**config.mk**
```make
export PLATFORM = sky130hd
export DESIGN_NAME = instruction_fetch
export DESIGN_NICKNAME = d
export VERILOG_FILES = /design/src/rtl/instruction_fetch.sv
export SDC_FILE = /design/constraint.sdc
export NUM_CORES = 1
export LEC_CHECK = 0
export CAP_MARGIN = 20
export CORE_UTILIZATION = 29
export DETAILED_ROUTE_END_ITERATION = 7
export GPL_ROUTABILITY_DRIVEN = 0
export GPL_TIMING_DRIVEN = 1
export SLEW_MARGIN = 20
export SYNTH_ARGS = -nofsm -noshare
export SYNTH_HDL_FRONTEND = slang
export SYNTH_SLANG_ARGS = --single-unit
```
**constraint.sdc**
```tcl
create_clock -name clk -period 2.4 [get_ports clk]
set_clock_uncertainty 0.1 [all_clocks]
set_input_delay 0.36 -clock clk [delete_from_list [all_inputs] [get_ports clk]]
set_output_delay 0.36 -clock clk [all_outputs]
set_load 0.1 [all_outputs]
```
**src/rtl/instruction_fetch.sv**
```systemverilog
// Instruction fetch stage: one outstanding imem read, DEPTH-entry instruction queue, jump flush.
// Optional macro FETCH_BYPASS_EN presents a non-discarded ack to decode in the ack cycle when the queue is empty.
module instruction_fetch #(
    parameter int unsigned DEPTH = 2
) (
    input  logic        clk,
    input  logic        n_rst,
    input  logic [31:0] next_pc,
    input  logic        jump,
    output logic        pc_we,
    output logic        imem_req,
    output logic [31:0] imem_addr,
    input  logic        imem_ack,
    input  logic [31:0] imem_rdata,
    output logic        ir_valid,
    output logic [31:0] ir,
    output logic [31:0] ir_pc,
    input  logic        ir_ready
);
    localparam int unsigned PW = $clog2(DEPTH);
    localparam int unsigned CW = $clog2(DEPTH + 1);
    localparam logic [CW-1:0] FULL = CW'(DEPTH);

    typedef enum logic {IDLE, WAIT} state_t;

    state_t        state;
    logic          req_jump;
    logic          stale;
    logic          jump_d;
    logic [CW-1:0] count;
    logic [PW-1:0] rd_ptr;
    logic [PW-1:0] wr_ptr;
    logic [31:0]   q_ir [DEPTH];
    logic [31:0]   q_pc [DEPTH];

    logic ack_ok;
    logic flush;
    logic push;
    logic pop;
    logic q_nonempty;

    assign q_nonempty = (count != '0);
    assign flush      = jump & ~jump_d;
    // A response is stale if a redirect appeared after its request was issued.
    assign ack_ok     = (state == WAIT) & imem_ack & ~(stale | (jump & ~req_jump));
    assign pc_we      = ack_ok;

`ifdef FETCH_BYPASS_EN
    logic bypass;
    assign bypass   = ~q_nonempty & ~jump & ack_ok;
    assign ir_valid = (q_nonempty | bypass) & ~jump;
    assign ir       = bypass ? imem_rdata : q_ir[rd_ptr];
    assign ir_pc    = bypass ? imem_addr  : q_pc[rd_ptr];
    assign push     = ack_ok & ~(bypass & ir_ready);
    assign pop      = q_nonempty & ~jump & ir_ready;
`else
    assign ir_valid = q_nonempty & ~jump;
    assign ir       = q_ir[rd_ptr];
    assign ir_pc    = q_pc[rd_ptr];
    assign push     = ack_ok;
    assign pop      = ir_valid & ir_ready;
`endif

    always_ff @(posedge clk or negedge n_rst) begin
        if (!n_rst) begin
            state     <= IDLE;
            imem_req  <= 1'b0;
            imem_addr <= '0;
            req_jump  <= 1'b0;
            stale     <= 1'b0;
            jump_d    <= 1'b0;
        end else begin
            jump_d <= jump;
            case (state)
                IDLE: begin
                    if (count < FULL) begin
                        state     <= WAIT;
                        imem_req  <= 1'b1;
                        imem_addr <= next_pc;
                        req_jump  <= jump;
                        stale     <= 1'b0;
                    end
                end
                WAIT: begin
                    if (jump & ~req_jump) stale <= 1'b1;
                    if (imem_ack) begin
                        state    <= IDLE;
                        imem_req <= 1'b0;
                    end
                end
                default: state <= IDLE;
            endcase
        end
    end

    always_ff @(posedge clk or negedge n_rst) begin
        if (!n_rst) begin
            count  <= '0;
            rd_ptr <= '0;
            wr_ptr <= '0;
            q_ir   <= '{default: '0};
            q_pc   <= '{default: '0};
        end else if (flush) begin
            count  <= '0;
            rd_ptr <= '0;
            wr_ptr <= '0;
        end else begin
            if (push) begin
                q_ir[wr_ptr] <= imem_rdata;
                q_pc[wr_ptr] <= imem_addr;
                wr_ptr       <= wr_ptr + PW'(1);
            end
            if (pop) rd_ptr <= rd_ptr + PW'(1);
            if (push & ~pop) count <= count + CW'(1);
            else if (pop & ~push) count <= count - CW'(1);
        end
    end
endmodule

```
# Word level (Yosys, flattened, before mapping)
# Index checks and enable logic that the tools add are counted.
[classes]
bitwise_logic = 19
mux = 26
n_eq_ne = 3
n_addsub = 4
n_reduce_logical = 9
magnitude_cmp = 4
[op_table]
columns = ["operator", "count"]
rows = [
  ["2-to-1 mux 32 bit", 7],
  ["bitwise mux 64 bit", 2],
  ["demux 32 bit (select 1 bit)", 1],
  ["2-to-1 mux 1 bit", 10],
  ["AND 1 bit", 8],
  ["inverter 1 bit", 8],
  ["AND reduction 2 bit", 4],
  ["2-to-1 mux 2 bit", 3],
  ["one-hot mux 1 bit (2 select lines)", 3],
  ["nonzero test 2 bit", 3],
  ["greater-or-equal comparator 2 bit, second input constant", 2],
  ["inequality test 2 bit, second input constant", 2],
  ["inverter 1 -> 2 bit", 2],
  ["nonzero test 3 bit", 1],
  ["adder 1 bit, second input constant", 2],
  ["adder 2 x 1 -> 2 bit, second input constant", 1],
  ["less-than comparator 2 x 1 -> 1 bit, second input constant", 1],
  ["less-than comparator 2 bit, second input constant", 1],
  ["inequality test 2 x 1 -> 1 bit, second input constant", 1],
  ["subtractor 2 x 1 -> 2 bit, second input constant", 1],
  ["logical AND 1 bit", 1],
  ["bitwise OR 1 bit", 1],
]
[word_totals]
elab_cells = 78
reg_bits = 169
out_inout_bits = 99
in_bits = 69

# Longest topological paths before layout
[depth]
ltp_word = 10
depth_mapped = 6

# Worst setup path after synthesis
# Ideal clock, no wire load.
[synth_timing]
path_kind = "input -> register"
from = "input jump"
to = "register wr_ptr"
setup_ns = 0.124
path_buffers = 1
cell_stages = 5
path_slack_ns = -0.044
t_required_ns = 2.176
t_arrival_ns = 2.220
cell_sequence = "buf_2 > nor2b_1 > nor2_1 > xnor2_1 > nor2_1"
[synth_via]
elab_chain_cells = 5
word_cells_on_any_way = 7
[synth_rtl]
columns = ["element", "line_no", "source"]
rows = [
  ["start, declared", "9", "input logic jump,"],
  ["AND 1 bit", "45", "assign ack_ok = (state == WAIT) & imem_ack & ~(stale | (jump & ~req_jump));"],
  ["bitwise OR 1 bit", "45", ""],
  ["inverter 1 bit", "45", ""],
  ["AND 1 bit", "45", ""],
  ["net pc_we", "10", "output logic pc_we,"],
  ["nonzero test 2 bit (no source line)", "n/a", ""],
  ["end signal, assigned", "111", "wr_ptr <= wr_ptr + PW'(1);"],
  ["end, declared", "32", "logic [PW-1:0] wr_ptr;"],
]
# The timed path passes the listed nets, and every way through them passes these cells.
# A chain may end at the register's enable or synchronous reset.

# Worst setup path after layout
[layout_timing]
from = "register rd_ptr"
to = "output ir_pc[11]"
[layout_via]
elab_chain_cells = 4
[layout_rtl]
columns = ["element", "line_no", "source"]
rows = [
  ["start, declared", "31", "logic [PW-1:0] rd_ptr;"],
  ["start signal, assigned", "113", "if (pop) rd_ptr <= rd_ptr + PW'(1);"],
  ["inverter 1 -> 2 bit (not written as such)", "59", "assign ir_pc = q_pc[rd_ptr];"],
  ["2-to-1 mux 32 bit (not written as such) (3 in series)", "59", ""],
  ["end, declared", "17", "output logic [31:0] ir_pc,"],
]
# Every way passes these cells. The select of a mux whose other input is x is not followed.

==> summary.txt <==
Result of the run -> finished, final reports clean
Setup slack after layout -> 0.170 ns
Leading cell type in the layout, fill and taps excluded -> mux2_2
Transition time of the tightest slew-check pin -> 0.654 ns
Max-cap violations -> 0
Max_slew headroom -> 0.564
Insertion delay of the later-clocked pin in the worst-skew pair -> 0.41 ns
Final Critical Period -> 2.23 ns
Arrival time of the worst setup path -> 1.77 ns
Area fraction in compound gates after synthesis -> 0.00764
Routed wirelength normalized by instance count -> 16.0 um
Flip-flop and latch count after synthesis -> 169
Global route total overflow -> 0
Wire length of the first global-routing pass -> 25,700 um
TritonCTS sink count -> 169
CTS H-tree depth -> 4
Total cell area at the placement stage -> 9910 um^2
CTS tree -> yes
DR vias -> 4,400
FMAX -> 0.449 GHz
Adder and majority cell fraction of the synthesized area -> 0
Area of all placed cells without fillers -> 10,500 um^2
Inserted Diodes -> 0
Antenna Violating Nets Remaining -> 0
Total half-perimeter wirelength after legalization and detailed placement -> 10,600 um
First-pass iteration count of the detailed router -> 4
Setup repair after global routing missed its margin -> no
Part of the Yosys area used for sequential elements -> 0.587
Clock buffers created by TritonCTS -> 17
Final-layout fill cell count -> 2,162
Endpoint kind of the worst setup timing path -> primary output
Largest net degree at the start of global routing -> 64
Fraction of synthesized area in multiplexers -> 0.354
Max clock buf depth -> 2
IO buf count -> 167
Total of endpoints with negative setup slack in the final report -> 0
Hold crit path type -> flop to flop
Most used cells in the layout excluding fill and tap cells -> mux2_2, dfrtp_1, buf_12
Layout net count -> 705
Clock input transition at the sequential cells of the worst setup and hold paths -> 0.06 ns
Drt total wl -> 15,600 um
Xor/xnor cell area share of the yosys netlist -> 0.00365
Placeable core area -> 24,300 um^2
Post-Syn Nets -> 527
Number of unique standard cell types used by synthesis -> 28
Starting density of the core -> 0.296
Period utilization -> 0.929
Critical path data required time -> 1.94 ns
Ratio of cells with drive above 1 in the final layout -> 0.544
Combinational family with the most area after synthesis -> multiplexers
# IOs -> 168
Hold Vio Cnt, Final -> 0
Gate count after technology mapping -> 458
Post-DR vias/cell -> 4.52
Number of cells in the finished layout apart from fillers -> 973
Die span in x -> 160 um
Global routing usage summed across all routing layers -> 0.129
Area enclosed by the die boundary -> 25,500 um^2
Avg Synthesized Cell Area -> 15.7 um^2
CP max FO -> 25
Layout-stage area growth over the synthesis result -> 45.5%
Dpl cells -> 940
Area fraction in and, or, nand and nor cells after synthesis -> 0.0184
Total negative setup slack -> 0 ns
Worst setup path class -> flop to primary output
Starting DRC count in detailed routing -> 200
Number of placement rows -> 57
Post-cts gate resize count -> 0
Antenna violations before repair -> 0
Count of yosys warnings during synthesis -> 0
Root buffer cell -> clkbuf_16
Syn Std Cell Area -> 7210 um^2
Launching element type of the critical path -> flop
Number of global-route vias before repair -> 4,905
Final number of max-transition violations -> 0
Pre-CTS setup slack -> 0.106 ns
Die Y -> 160 um
DRC violation count after routing -> 0
through the flow:
stage | hold slack, ns | util
after CTS | 0.388 | 0.431
after global routing | 0.406 | 0.431
after global placement | 0.308 | 0.407
after detailed placement | 0.322 | 0.407
after floorplan | -0.0356 | -
final | 0.379 | 0.431
state kept, by name (all words and copies together), names as in the netlist:
register,count
q_ir,64
q_pc,64
imem_addr,32
count,2
imem_req,1
jump_d,1
rd_ptr,1
req_jump,1
stale,1
state,1
wr_ptr,1
worst paths after layout:
kind	startpoint	slack, ns	to	cells past startpoint
worst max-delay path	rd_ptr	0.17	ir_pc[11]	3
worst max register to register	state	0.49	q_ir[60]	5
worst min-delay path	q_ir[39]	0.38	q_ir[39]	1
max in group asynchronous	n_rst	1.19	q_ir[49]	3
worst min register to register	q_ir[39]	0.38	q_ir[39]	1
min in group asynchronous	n_rst	0.41	q_ir[10]	2
final cells by class:
| class | count | area [um^2] | area share |
|---|---|---|---|
| Sequential cell | 169 | 4230 | 0.403 |
| Multi-Input combinational cell | 263 | 2790 | 0.266 |
| Timing Repair Buffer | 184 | 2490 | 0.238 |
| Clock buffer | 20 | 457 | 0.0435 |
| Tap cell | 324 | 405 | 0.0386 |
| Clock inverter | 12 | 115 | 0.0110 |
| Inverter | 1 | 3.75 | 0.000358 |
routing by layer:
layer	global-route usage	share of wire
met2	0.217	0.50
met3	0.0410	0.053
met1	0.157	0.43
met5	0	0
met4	0.0367	0.010
synth_stat cells:
cell type | number | area (um^2)
nand3b_1 | 1 | 7.51
mux2_1 | 26 | 293
clkbuf_1 | 2 | 7.51
nor2_1 | 7 | 26.3
nand2_2 | 1 | 6.26
a21oi_2 | 1 | 8.76
buf_6 | 13 | 146
nand3_1 | 1 | 5.00
inv_1 | 1 | 3.75
o21ai_0 | 1 | 5.00
nor2b_1 | 2 | 12.5
a22oi_1 | 1 | 7.51
mux2i_1 | 1 | 10.0
and3b_1 | 1 | 8.76
and2b_1 | 1 | 7.51
dfrtp_1 | 169 | 4230
a2111o_1 | 1 | 11.3
mux2_2 | 200 | 2250
a2bb2oi_1 | 1 | 8.76
xnor2_1 | 3 | 26.3
nand2_1 | 5 | 18.8
nor3_1 | 3 | 15.0
nand4_1 | 1 | 6.26
buf_4 | 1 | 7.51
nand2b_1 | 3 | 18.8
o221ai_1 | 1 | 8.76
a21oi_1 | 1 | 5.00
buf_2 | 9 | 45.0
timing repair:
action / in CTS / in global routing
setup endpoints to repair: 0 / 0
endpoints found under the hold margin: 57 / 0
hold buffers: 1 / 0
setup buffers: 0 / 0
worst max-delay path, cell delays in order, from the launching register on:
cell and delay (ns):
dfrtp_2 0.38, buf_4 0.34, mux2_2 0.42, buf_12 0.17
logic make-up (layout without fill, tap and decap cells):
family / after synthesis / count (layout)
XOR/XNOR: 3 / 3
multiplexers: 227 / 227
AND/OR/NAND/NOR: 26 / 26
buffers and inverters: 26 / 217
AO/OA/AOI/OAI: 7 / 7
flip-flops: 169 / 169
Power is left out: the tool's default activity adds up to more than one toggle a clock period on the data nets, which glitch-free logic cannot reach.
